==> config.mk <==
export PLATFORM = sky130hd
export DESIGN_NAME = move_cmd_gen
export DESIGN_NICKNAME = d
export VERILOG_FILES = /design/src/rtl/move_cmd_gen.sv
export SDC_FILE = /design/constraint.sdc
export NUM_CORES = 1
export LEC_CHECK = 0
export ABC_AREA = 1
export BUFFER_PORTS_ARGS = -buffer_cell sky130_fd_sc_hd__buf_2
export CAP_MARGIN = 20
export CORE_MARGIN = 3
export CORE_UTILIZATION = 60
export CTS_CLUSTER_DIAMETER = 100
export DETAILED_ROUTE_END_ITERATION = 7
export MAX_ROUTING_LAYER = met4
export PLACE_DENSITY = 0.81
export SLEW_MARGIN = 10
export SYNTH_ARGS = -nofsm -noshare
export SYNTH_HDL_FRONTEND = slang
export SYNTH_SLANG_ARGS = --single-unit
==> constraint.sdc <==
create_clock -name Clk -period 4.51 [get_ports Clk]
set_input_delay 0.902 -clock Clk [delete_from_list [all_inputs] [get_ports Clk]]
set_output_delay 0.902 -clock Clk [all_outputs]
set_load 0.02 [all_outputs]
==> src/rtl/move_cmd_gen.sv <==
// ---------------------------------------------------------------------------
// move_cmd_gen
// Turns the four raw board push-buttons into move commands for the 2048 game
// FSM. Each button is synchronised and debounced, and its press edge is
// detected. One single-cycle, one-hot move pulse is then issued per physical
// press, and only while the game reports that it is waiting for a move.
//
// Ports
//   Clk         system clock (single domain)
//   Reset       synchronous, active-high reset
//   btn_up      raw asynchronous button, active-high
//   btn_down    raw asynchronous button, active-high
//   btn_left    raw asynchronous button, active-high
//   btn_right   raw asynchronous button, active-high
//   game_ready  high while the game FSM accepts a move (its wait state)
//   up          registered one-cycle move pulse
//   down        registered one-cycle move pulse
//   left        registered one-cycle move pulse
//   right       registered one-cycle move pulse
//   pending     registered; high while a latched command awaits game_ready
//
// Internal button vectors are ordered {up, down, left, right}. Bit 3 is up.
// ---------------------------------------------------------------------------
module move_cmd_gen #(
    parameter int DEBOUNCE_CYCLES = 1000000,
    parameter int CNT_W           = 20
) (
    input  logic Clk,
    input  logic Reset,
    input  logic btn_up,
    input  logic btn_down,
    input  logic btn_left,
    input  logic btn_right,
    input  logic game_ready,
    output logic up,
    output logic down,
    output logic left,
    output logic right,
    output logic pending
);

    localparam logic [CNT_W-1:0] CNT_MAX = CNT_W'(DEBOUNCE_CYCLES - 1);

    // One-hot FSM encoding
    localparam logic [3:0] ST_IDLE    = 4'b0001;
    localparam logic [3:0] ST_ARMED   = 4'b0010;
    localparam logic [3:0] ST_ISSUE   = 4'b0100;
    localparam logic [3:0] ST_RELEASE = 4'b1000;

    // Fixed priority: up > down > left > right. Only the winner survives.
    function automatic logic [3:0] pick_winner(input logic [3:0] r);
        logic [3:0] w;
        if (r[3]) begin
            w = 4'b1000;
        end else if (r[2]) begin
            w = 4'b0100;
        end else if (r[1]) begin
            w = 4'b0010;
        end else if (r[0]) begin
            w = 4'b0001;
        end else begin
            w = 4'b0000;
        end
        return w;
    endfunction

    logic [3:0]       btn_s;
    logic [3:0]       s1_q, s2_q;
    logic [3:0]       db_q, db_d;
    logic [3:0]       db_prev_q;
    logic [CNT_W-1:0] cnt_q [4];
    logic [CNT_W-1:0] cnt_d [4];
    logic [3:0]       rise_s;
    logic [1:0]       warm_q;
    logic             released_s;
    logic [3:0]       state_q, state_d;
    logic [3:0]       cmd_q, cmd_d;
    logic [3:0]       mv_q;
    logic             pending_q;

    assign btn_s  = {btn_up, btn_down, btn_left, btn_right};
    assign rise_s = db_q & ~db_prev_q;

    // warm_q[1] marks that s2_q holds a genuinely sampled button level and
    // not the cleared reset value. Without it, a button held through reset
    // would look released and then produce a fresh rise.
    assign released_s = warm_q[1] & (db_q == 4'b0000) & (s2_q == 4'b0000);

    // Debounce next state: db follows s2 only after CNT_MAX+1 disagreeing cycles
    always_comb begin
        db_d = db_q;
        for (int i = 0; i < 4; i++) begin
            cnt_d[i] = cnt_q[i];
            if (s2_q[i] == db_q[i]) begin
                cnt_d[i] = '0;
            end else if (cnt_q[i] == CNT_MAX) begin
                db_d[i]  = s2_q[i];
                cnt_d[i] = '0;
            end else begin
                cnt_d[i] = cnt_q[i] + CNT_W'(1);
            end
        end
    end

    // Command FSM next state and latched command
    always_comb begin
        state_d = state_q;
        cmd_d   = cmd_q;
        case (state_q)
            ST_IDLE: begin
                if (|rise_s) begin
                    state_d = ST_ARMED;
                    cmd_d   = pick_winner(rise_s);
                end else begin
                    state_d = ST_IDLE;
                end
            end
            ST_ARMED: begin
                if (game_ready) begin
                    state_d = ST_ISSUE;
                end else begin
                    state_d = ST_ARMED;
                end
            end
            ST_ISSUE: begin
                state_d = ST_RELEASE;
                cmd_d   = 4'b0000;
            end
            ST_RELEASE: begin
                cmd_d = 4'b0000;
                if (released_s) begin
                    state_d = ST_IDLE;
                end else begin
                    state_d = ST_RELEASE;
                end
            end
            default: begin
                state_d = ST_RELEASE;
                cmd_d   = 4'b0000;
            end
        endcase
    end

    // All state registers. Outputs decode next state, so pulses and pending line up with the FSM.
    always_ff @(posedge Clk) begin
        if (Reset) begin
            s1_q      <= 4'b0000;
            s2_q      <= 4'b0000;
            db_q      <= 4'b0000;
            db_prev_q <= 4'b0000;
            for (int i = 0; i < 4; i++) begin
                cnt_q[i] <= '0;
            end
            warm_q    <= 2'b00;
            state_q   <= ST_RELEASE;
            cmd_q     <= 4'b0000;
            mv_q      <= 4'b0000;
            pending_q <= 1'b0;
        end else begin
            s1_q      <= btn_s;
            s2_q      <= s1_q;
            db_q      <= db_d;
            db_prev_q <= db_q;
            for (int i = 0; i < 4; i++) begin
                cnt_q[i] <= cnt_d[i];
            end
            warm_q    <= {warm_q[0], 1'b1};
            state_q   <= state_d;
            cmd_q     <= cmd_d;
            mv_q      <= (state_d == ST_ISSUE) ? cmd_q : 4'b0000;
            pending_q <= (state_d == ST_ARMED);
        end
    end

    assign up      = mv_q[3];
    assign down    = mv_q[2];
    assign left    = mv_q[1];
    assign right   = mv_q[0];
    assign pending = pending_q;

endmodule

# After elaboration in Yosys (flattened, before gate mapping)
# Memory sizes are Yosys's and may differ from the RTL's.
# Cells that the tools add are included.
[classes]
addsub = 4
reduce_logical = 9
multipliers = 0
shift = 0
mux = 26
n_lt_le_gt_ge = 0
eq_ne = 14
div = 0
bitwise_logic = 14
[ops]
columns = ["cell", "n"]
rows = [
  ["$mux W20", 12],
  ["$add A20 B1 Y20 const B", 4],
  ["$eq A20 B20 Y1 const B", 4],
  ["$mux W4", 3],
  ["$pmux W4 S3", 1],
  ["$reduce_and A2 Y1", 5],
  ["$eq A4 B2 Y1 const B", 2],
  ["$logic_not A4 Y1", 2],
  ["$pmux W4 S2", 1],
  ["$mux W3", 2],
  ["$not A1 Y1", 6],
  ["$mux W1", 5],
  ["$and A4 B4 Y4", 1],
  ["$eq A1 B1 Y1", 4],
  ["$eq A4 B1 Y1 const B", 1],
  ["$eq A4 B3 Y1 const B", 1],
  ["$eq A4 B4 Y1 const B", 1],
  ["$mux W2", 2],
  ["$not A4 Y4", 1],
  ["$or A1 B1 Y1", 4],
  ["$reduce_or A4 Y1", 1],
  ["$and A1 B1 Y1", 2],
  ["$ne A2 B2 Y1 const B", 1],
  ["$reduce_or A2 Y1", 1],
]
[totals]
mem_bits_ro = 0
regBits = 31
inputBits = 7
ramBits = 80
n_memories = 1
latchBits = 0
output_inout_bits = 5
[memory_table]
columns = ["name", "depth", "word_bits", "rd", "rd_clocked_by_memory_dff", "wr", "line", "text"]
rows = [
  ["cnt_q", 4, 20, 4, 0, 4, "71", "logic [CNT_W-1:0] cnt_q [4];"],
]

# Logic depth before layout (Yosys ltp)
# Gate-level depths: netlist of the first run.
[depth]
depth_word = 8
mapped_depth = 9
depth_no_buf = 9

# Worst setup path after synthesis of the first run
# Ideal clock, no wire load.
[synth_timing]
kind = "input to register"
startpoint = "in Reset"
endpoint = "mem cnt_q[3][18]"
cell_stages = 6
t_required_ps = 4444
slack_ps = 2860
arrival_time_ps = 1584
setup_time_ps = 66
n_path_buf = 1
cell_sequence = "inv_2 > nand2_1 > a21oi_2 > nand2_4 > buf_12 > a21oi_2"
[synth_rtl]
columns = ["element", "line", "text"]
rows = [
  ["start: declaration", "29", "input logic Reset,"],
  ["end: declaration", "71", ""],
]

==> results.toml, run 1 <==
[global_routing]
overflow = 0
grt_first_pass_wirelength_um = 16600
globalRouteTotalUtil = 0.210
grt_max_degree = 23
antenna_found_initial = 0
grt_pass1_vias = 3966

[layout]
nets = 771
layoutNonFillerInstCount = 870
ff_latch_area_mm2 = 0.00222
layout-drive-gt1-share = 0.0680
area_growth_pct = 6.11
final_util = 0.661
fillers = 723
diodes = 0
multi_input_area_mm2 = 0.00258

[logic_synthesis]
synth_cell_types = 30
synthFlopType = "dfxtp_1"
synthDominantCellAreaShare = 0.432
synth_edf_count = 0
syn_nets = 758
synth.cell_area_mm2 = 0.00514
synth_top_cell_by_area = "dfxtp_1"
seq_area_frac_synth = 0.432
synth.most_common_cell = "nand2_1"
yosys-top-cells-count = "189 x nand2_1, 184 x nor2_1, 111 x dfxtp_1, 70 x inv_1, 45 x nand3_1"
ys_warn_count = 0
yosys-top-cells-area = "dfxtp_1 43%, nand2_1 14%, nor2_1 13%"
ys_ff_latch = 111
syn_area_per_cell_um2 = 6.88
async_reset_ff_frac = 0
syn_inst = 747

[clock_network]
cts_sinks = 111
cts_setup_buffers = 0
htree_levels = 3
cts_buffer_depth = 2
clk_latency_ps = 360
root_buffer = "clkbuf_8"
tritoncts = "done"
ctsResizeCount = 0
cts_buffers = 9
path_clk_slew_ps = 100
cts_hold_buf = 0

[min_path]
min_path_cells = 2
hp-class = "register to register"

[sta]
rsz0062_at_grt = "false"
fmax_mhz = 512
final.min_clock_period_ps = 1950
finalCritPeriodShare = 0.433
clock-skew-final_ps = 5.22
worstMarginPinSlew_ps = 669
drv_slew = 0
setup_tns_ps = 0
setup-violations-final = 0
slew_headroom = 0.553
hold_violations = 0

[setup_path]
cp.required_ps = 4740
r2r_cells = 8
worst_ep_arrival_time_ps = 2180
worstSetupPathType = "primary input to register"
worstSetupStartpointType = "primary input"
critPathCaptureType = "register"
worstPathMaxFanout = 22

[place]
place.gp.congestion = 0.897
dp_cells = 854
dpl.hpwl_um = 6920
place.port_buffers = 11

[outcome]
status = "finished clean"

[floorplan]
rows = 33
die_area_mm2 = 0.00972
die_h_um = 98.6
dieWidth_um = 98.6
start_util = 0.623
ioPinCount = 12
core_mm2 = 0.00826

[drt]
avgRoutedWirePerCell_um = 10.7
dr.pass1.iters = 4
vias_per_cell = 5.08
antenna_left = 0
wirelength_um = 9350
num_vias = 4418
drtIter0Drc = 151
drc = 0

[power]
power_mw = 1.59
p_clk_frac = 0.365
power.internal_mw = 1.26
swShare = 0.209
p_leak_nw = 1.71
max-vdd-ir-drop_v = 0.000167
pwr-share-seq = 0.620
p_switching_uw = 333
pwr-share-comb = 0.015
powerDensity_mw_per_mm2 = 292

[job]
cap_violations = 0
-- layout by cell type (no fill, tap or decap), types with 5 or more instances in the layout --
cell type    n
or2_2        5
buf_2       11
xor2_1      21
nor3_1       5
nor2_1     184
inv_1       70
clkbuf_8    10
a21oi_1     39
dfxtp_1    111
xnor2_1     14
nand2_1    189
nor2_2      10
nand3_1     45
or2_0        5
nand4_1      7
o21ai_0      9
-- routing by layer --
metal,vias up,GRT usage,share of wire
li1,2339,-,-
met1,1968,0.255,0.46
met2,98,0.343,0.47
met3,13,0.0594,0.047
met4,0,0.0620,0.016
met5,-,-,0
-- kinds of logic (layout without fill, tap and decap cells) --
group	after synthesis	in the layout	share of synthesized area
compound gates	55	55	0.0574
xor+xnor	35	35	0.0596
fa+ha+maj	4	4	0.00973
buf+inv	81	99	0.0662
flops	111	111	0.432
simple gates	461	461	0.375
-- registers in the layout, indices dropped and copies added, names as in the netlist --
signal,cells
mv_q,4
db_q,4
db_prev_q,4
state_q,4
pending,1
cmd_q,4
cnt_q,80
s2_q,4
s1_q,4
warm_q,2
-- critical path, cell delays in order --
cell and delay [ps]:
buf_2 340, inv_2 160, nand2_1 110, a21oi_1 40
nand2_1 510, nor2_1 110
-- metrics by stage --
step                hold WS, ps  cell area, µm²  setup slack, ps
global placement            389            5260             2240
floorplan                   388            5140             2860
detailed placement          394            5260             2170
finish                      402            5460             2560
CTS                         410            5460             2560
global route                428            5460             2360
-- path summary, 6_finish.rpt --
check	slack, ps	endpoint	from
max	2560	cnt_q[2][10]	Reset
min	400	s2_q[3]	s1_q[3]
max reg2reg	2560	cnt_q[2][10]	cnt_q[2][0]
min reg2reg	400	s2_q[3]	s1_q[3]
-- layout make-up --
cell class	instances	area share
clock buffer	10	0.0252
clock inverter	6	0.0110
inverter	72	0.0495
multi-input combinational	555	0.473
sequential	111	0.407
tap	105	0.0241
timing repair buffer	11	0.0101
-- power groups by stage --
| stage | Clock [mW] | Combinational (mW) | Sequential, mW |
|---|---|---|---|
| 2_1_floorplan | 0 | 0.0195 | 1.01 |
| 3_3_place_gp | 0 | 0.0236 | 1.01 |
| 3_5_place_dp | 0 | 0.0242 | 1.01 |
| 4_1_cts | 0.604 | 0.0243 | 0.989 |
| 5_1_grt | 0.645 | 0.0279 | 0.990 |
| 6_report | 0.582 | 0.0238 | 0.989 |
Power figures use the tool's default switching activity.
==> run 2: changes to the inputs <==
- CORE_UTILIZATION: 60 -> 56
- PLACE_DENSITY: 0.81 -> 0.79
- clock period: 4.51 -> 1.56 ns (I/O delays scaled with it)
==> run 2 against run 1 <==
  * Sequential power grew to 2.9 times the previous value
  * Sequential share of layout area is 1.2 points lower
  * Clock skew is 4.5 ps higher
  * Utilization is 2.1 points lower
  * Flip-flop and latch count stayed put
  * Clock-buffer cell count stayed put
  * Setup slack worse by 2400 ps
==> results.toml, run 2 (same netlist as run 1, synthesis figures left out) <==
[power]
p_leak_nw = 1.80
pwr-share-seq = 0.623
pwr-share-comb = 0.018
max-vdd-ir-drop_v = 0.000423
p_switching_mw = 1.05
p_clk_frac = 0.358
swShare = 0.230
power.internal_mw = 3.53
powerDensity_mw_per_mm2 = 813

[setup_path]
rr_endpoint = "cnt_q[2][8]"
ff2ff_setup_slack_ps = 110
r2r_cells = 9
worst_ep_arrival_time_ps = 1710
critPathCaptureType = "register"
r2r-start = "cnt_q[2][0]"
worstSetupPathType = "register to register"
worstPathMaxFanout = 10
worstSetupStartpointType = "register"
crit_start = "cnt_q[2][0]"
worstSetupEndpoint = "cnt_q[2][8]"
cp.required_ps = 1830

[floorplan]
dieWidth_um = 102
core_mm2 = 0.00881
rows = 34
die_h_um = 102
start_util = 0.584
die_area_mm2 = 0.0104
ioPinCount = 12

[place]
place.port_buffers = 11
place.gp.congestion = 0.894
dpl.hpwl_um = 7360
place_area_mm2 = 0.00535

[layout]
largest-register = "cnt_q"
largest_reg_flops = 80
area_growth_pct = 9.61
final_cell_mix = "187 x nand2_1, 178 x nor2_1, 108 x dfxtp_1"
nets = 789
final_cell_area_mm2 = 0.00564
diodes = 0
layout_commonest_cell = "nand2_1"
layout-drive-gt1-share = 0.105

[sta]
drv_slew = 0
final.min_clock_period_ps = 1450
setup-violations-final = 0
fmax_mhz = 692
worstMarginPinSlew_ps = 392
slew_headroom = 0.736
hold_violations = 0
hold_ws_ps = 142
clock-skew-final_ps = 9.76
finalCritPeriodShare = 0.927

[clock_network]
clk_latency_ps = 370
tritoncts = "done"
path_clk_slew_ps = 110
cts_buffers = 9
cts_sinks = 111
root_buffer = "clkbuf_8"
htree_levels = 3
cts_buffer_depth = 2

[global_routing]
grt_pass1_vias = 4115
overflow = 0
grt_max_degree = 22
antenna_found_initial = 0
globalRouteTotalUtil = 0.207
grt_first_pass_wirelength_um = 17100

[drt]
dr.pass1.iters = 4
vias_per_cell = 5.05
num_vias = 4502
antenna_left = 0
drtIter0Drc = 141
wirelength_um = 9950
drc = 0
avgRoutedWirePerCell_um = 11.2

[outcome]
status = "finished clean"

[min_path]
hp-class = "primary input to register"

[job]
cap_violations = 0
-- run 2: cell count changes in the layout (fill, tap and decap cells not counted), moves of 2 or more --
cell,change
buf_4,+16
buf_6,+2
clkinv_2,-2
clkinv_4,+3
clkinvlp_4,-2
dfxtp_1,-3
dfxtp_2,+3
nand2_1,-2
nand2_2,+2
nor2_1,-6
nor2_2,+5
-- run 2: how the worst min path moves through the flow --
| stage | to | depth (start not counted) | startpoint |
|---|---|---|---|
| CTS | s1_q[0] | 3 | btn_right |
| global route | s1_q[1] | 3 | btn_left |
| global placement | warm_q[1] | 2 | warm_q[0] |
| floorplan | s2_q[0] | 2 | s1_q[0] |
| detailed placement | s2_q[3] | 2 | s1_q[3] |
| finish | s1_q[0] | 3 | btn_right |
-- run 2: layout make-up --
cell class,instances,area [µm²]
clock buffers,10,138
clock inverters,6,51.3
fillers,788,3170
inverters,72,270
multi-input cells,555,2620
flip-flops and latches,111,2230
well taps,108,135
repair buffers,29,198
-- run 2: layer usage --
layer | wire length (µm) | up-vias | global-route usage | share of wire
li1 | - | 2380 | - | -
met1 | 4760 | 2020 | 0.260 | 0.48
met2 | 4670 | 94 | 0.330 | 0.47
met3 | 448 | 8 | 0.0546 | 0.045
met4 | 75 | 0 | 0.0626 | 0.0075
met5 | 0 | - | - | 0
-- run 2: power by group through the flow --
stage               clock network (mW)  registers [mW]  logic, mW
global placement                     0            2.92     0.0801
floorplan                            0            2.92     0.0564
global route                      1.81            2.86     0.0982
CTS                               1.70            2.86     0.0828
finish                            1.64            2.86     0.0847
detailed placement                   0            2.92     0.0821
-- run 2: per-stage QoR --
stage          utilization  total power [mW]  std cells  setup TNS [ps]  setup WS, ps
4_1_cts              0.629              4.64        885               0          24.2
5_1_grt              0.640              4.77        891           -10.3         -3.97
3_3_place_gp         0.608              3.00        869               0           115
2_1_floorplan            -              2.98        747               0          32.3
6_report             0.640              4.58        891               0           114
3_5_place_dp         0.608              3.01        869               0          65.1
-- run 2: critical path, stage by stage (launching register included) --
cell	delay, ps
dfxtp_2	350
ha_1	170
nand3_2	110
nor2_2	140
nand2_1	80
nor2_2	120
nand2_1	70
nand2_2	100
buf_6	140
nor2_1	50
-- run 2: repair_timing --
| action | 4_1_cts | 5_1_grt |
|---|---|---|
| hold buffers | 0 | 0 |
| setup endpoints to repair | 0 | 67 |
| setup buffers | 0 | 6 |
| resized for setup | 0 | 16 |
| endpoints found under the hold margin | 0 | 0 |
==> run 3: changes to the inputs <==
- CORE_MARGIN: 3 -> 8
- TNS_END_PERCENT: not set -> 1
==> run 3 against run 2 <==
  * First-iteration DRC count increased by 57%
  * Largest power group unchanged
  * Die area increased by 21%
  * Combinational power about the same
  * Largest cell class unchanged
  * Clock power decreased by 7%
  * Critical path depth decreased by 3
  * Clock-buffer cell count increased by 1
  * Register-to-register slack got worse by 30 ps
==> results.toml, run 3 (same netlist as run 1, synthesis figures left out) <==
[global_routing]
antenna_found_initial = 0
grt_max_degree = 22
overflow = 0
grt_pass1_vias = 4222
globalRouteTotalUtil = 0.168
grt_first_pass_wirelength_um = 17500

[layout]
diodes = 0
final_util = 0.616
area_growth_pct = 8.64
largest_reg_flops = 80
layoutNonFillerInstCount = 889
largest-register = "cnt_q"
final_cell_mix = "187 x nand2_1, 181 x nor2_1, 106 x dfxtp_1"
layout_commonest_cell = "nand2_1"
ff_latch_area_mm2 = 0.00223
fillers = 814
multi_input_area_mm2 = 0.00262
layout-drive-gt1-share = 0.0977
nets = 784

[sta]
setup_ws_ps = 86.7
hold_violations = 0
fmax_mhz = 679
rsz0062_at_grt = "true"
setup_tns_ps = 0
slew_headroom = 0.758
finalCritPeriodShare = 0.944
setup-violations-final = 0
hold_ws_ps = 143
clock-skew-final_ps = 15.2
final.min_clock_period_ps = 1470
worstMarginPinSlew_ps = 360
drv_slew = 0

[setup_path]
max_stage_delay_ps = 360
ff2ff_setup_slack_ps = 90
worstSetupStartpointType = "register"
crit_buf_inv = 0
r2r-start = "cnt_q[1][1]"
r2r_cells = 6
crit_family = "simple AND/OR/NAND/NOR gates"
critPathCaptureType = "register"
worst_ep_arrival_time_ps = 1770
worstPathMaxFanout = 3
cp.depth = 6
crit_start = "cnt_q[1][1]"
cp.required_ps = 1860
path_cells = "ha_1 -> nand2_1 -> nor2_1 -> nand3_1 -> or2_2 -> a21oi_1"
worstSetupPathType = "register to register"
worstSetupEndpoint = "cnt_q[1][14]"
crit_path_top_delay_cell = "dfxtp_1"
rr_endpoint = "cnt_q[1][14]"

[clock_network]
htree_levels = 3
root_buffer = "clkbuf_8"
cts_buffer_depth = 2
cts_buffers = 9
clk_latency_ps = 370
tritoncts = "done"
cts_sinks = 111
path_clk_slew_ps = 110

[floorplan]
start_util = 0.567
core_mm2 = 0.00906
die_area_mm2 = 0.0125
rows = 35
ioPinCount = 12
dieWidth_um = 112
die_h_um = 112

[place]
post-place-ws_ps = 36.6
dp_cells = 872
place.port_buffers = 11
dpl.hpwl_um = 7390
place.gp.congestion = 0.928

[power]
max-vdd-ir-drop_v = 0.000414
p_leak_nw = 1.76
powerDensity_mw_per_mm2 = 800

[drt]
dr.pass1.iters = 5
vias_per_cell = 5.02
antenna_left = 0
wirelength_um = 9860
drc = 0
avgRoutedWirePerCell_um = 11.1
drtIter0Drc = 222
num_vias = 4464

[min_path]
hp-class = "primary input to register"

[job]
cap_violations = 0

[outcome]
status = "finished clean"
## run 3: cell count changes in the layout (fill, tap and decap cells not counted), moves of 2 or more
cell	before	now
nor2_1	178	181
clkbuf_1	0	2
clkinv_4	3	0
clkinvlp_4	0	2
nor2_2	15	12
dfxtp_1	108	106
dfxtp_2	3	5
buf_6	2	0
buf_4	16	12
## run 3: tightest hold or removal path, stage by stage
cell,delay [ps]
buf_2,100
inv_1,40
nor2_1,30
## run 3: worst min path at each step
stage / from / end / slack (ps) / cells after the start
after CTS: btn_right / s1_q[0] / 120 / 3
after floorplan: s1_q[0] / s2_q[0] / 390 / 2
after global routing: btn_right / s1_q[0] / 140 / 3
after global placement: s1_q[3] / s2_q[3] / 390 / 2
after detailed placement: s1_q[3] / s2_q[3] / 390 / 2
final: btn_right / s1_q[0] / 140 / 3
## run 3: report_power, final
group          internal (mW)  leakage [nW]  switching (mW)
Combinational         0.0305         0.784          0.0542
Sequential              2.85         0.899         0.00819
Clock                  0.584        0.0797           0.945
## run 3: repair_timing
action                                  in CTS  in global routing
setup buffers                                0                  1
hold buffers                                 0                  0
endpoints found under the setup margin       0                 79
gates resized for setup                      0                 15
## run 3: stage by stage
stage | cell area (µm²) | power, mW
finish | 5590 | 4.47
global route | 5590 | 4.65
CTS | 5530 | 4.54
detailed placement | 5370 | 3.01
global placement | 5370 | 3.00
floorplan | 5140 | 2.98
## run 3: cell type report
class | instances | area share
clock buffers | 11 | 0.0235
inverters | 72 | 0.0484
repair buffers | 24 | 0.0296
clock inverters | 5 | 0.00605
multi-input cells | 555 | 0.469
flip-flops and latches | 111 | 0.399
well taps | 111 | 0.0249
## run 3: per-layer routing
| metal | up-vias | global-route usage | routed length, µm |
|---|---|---|---|
| met5 | - | - | 0 |
| met4 | 0 | 0.0665 | 115 |
| met3 | 10 | 0.0373 | 369 |
| met2 | 67 | 0.276 | 4720 |
| met1 | 2021 | 0.197 | 4660 |
| li1 | 2366 | - | - |
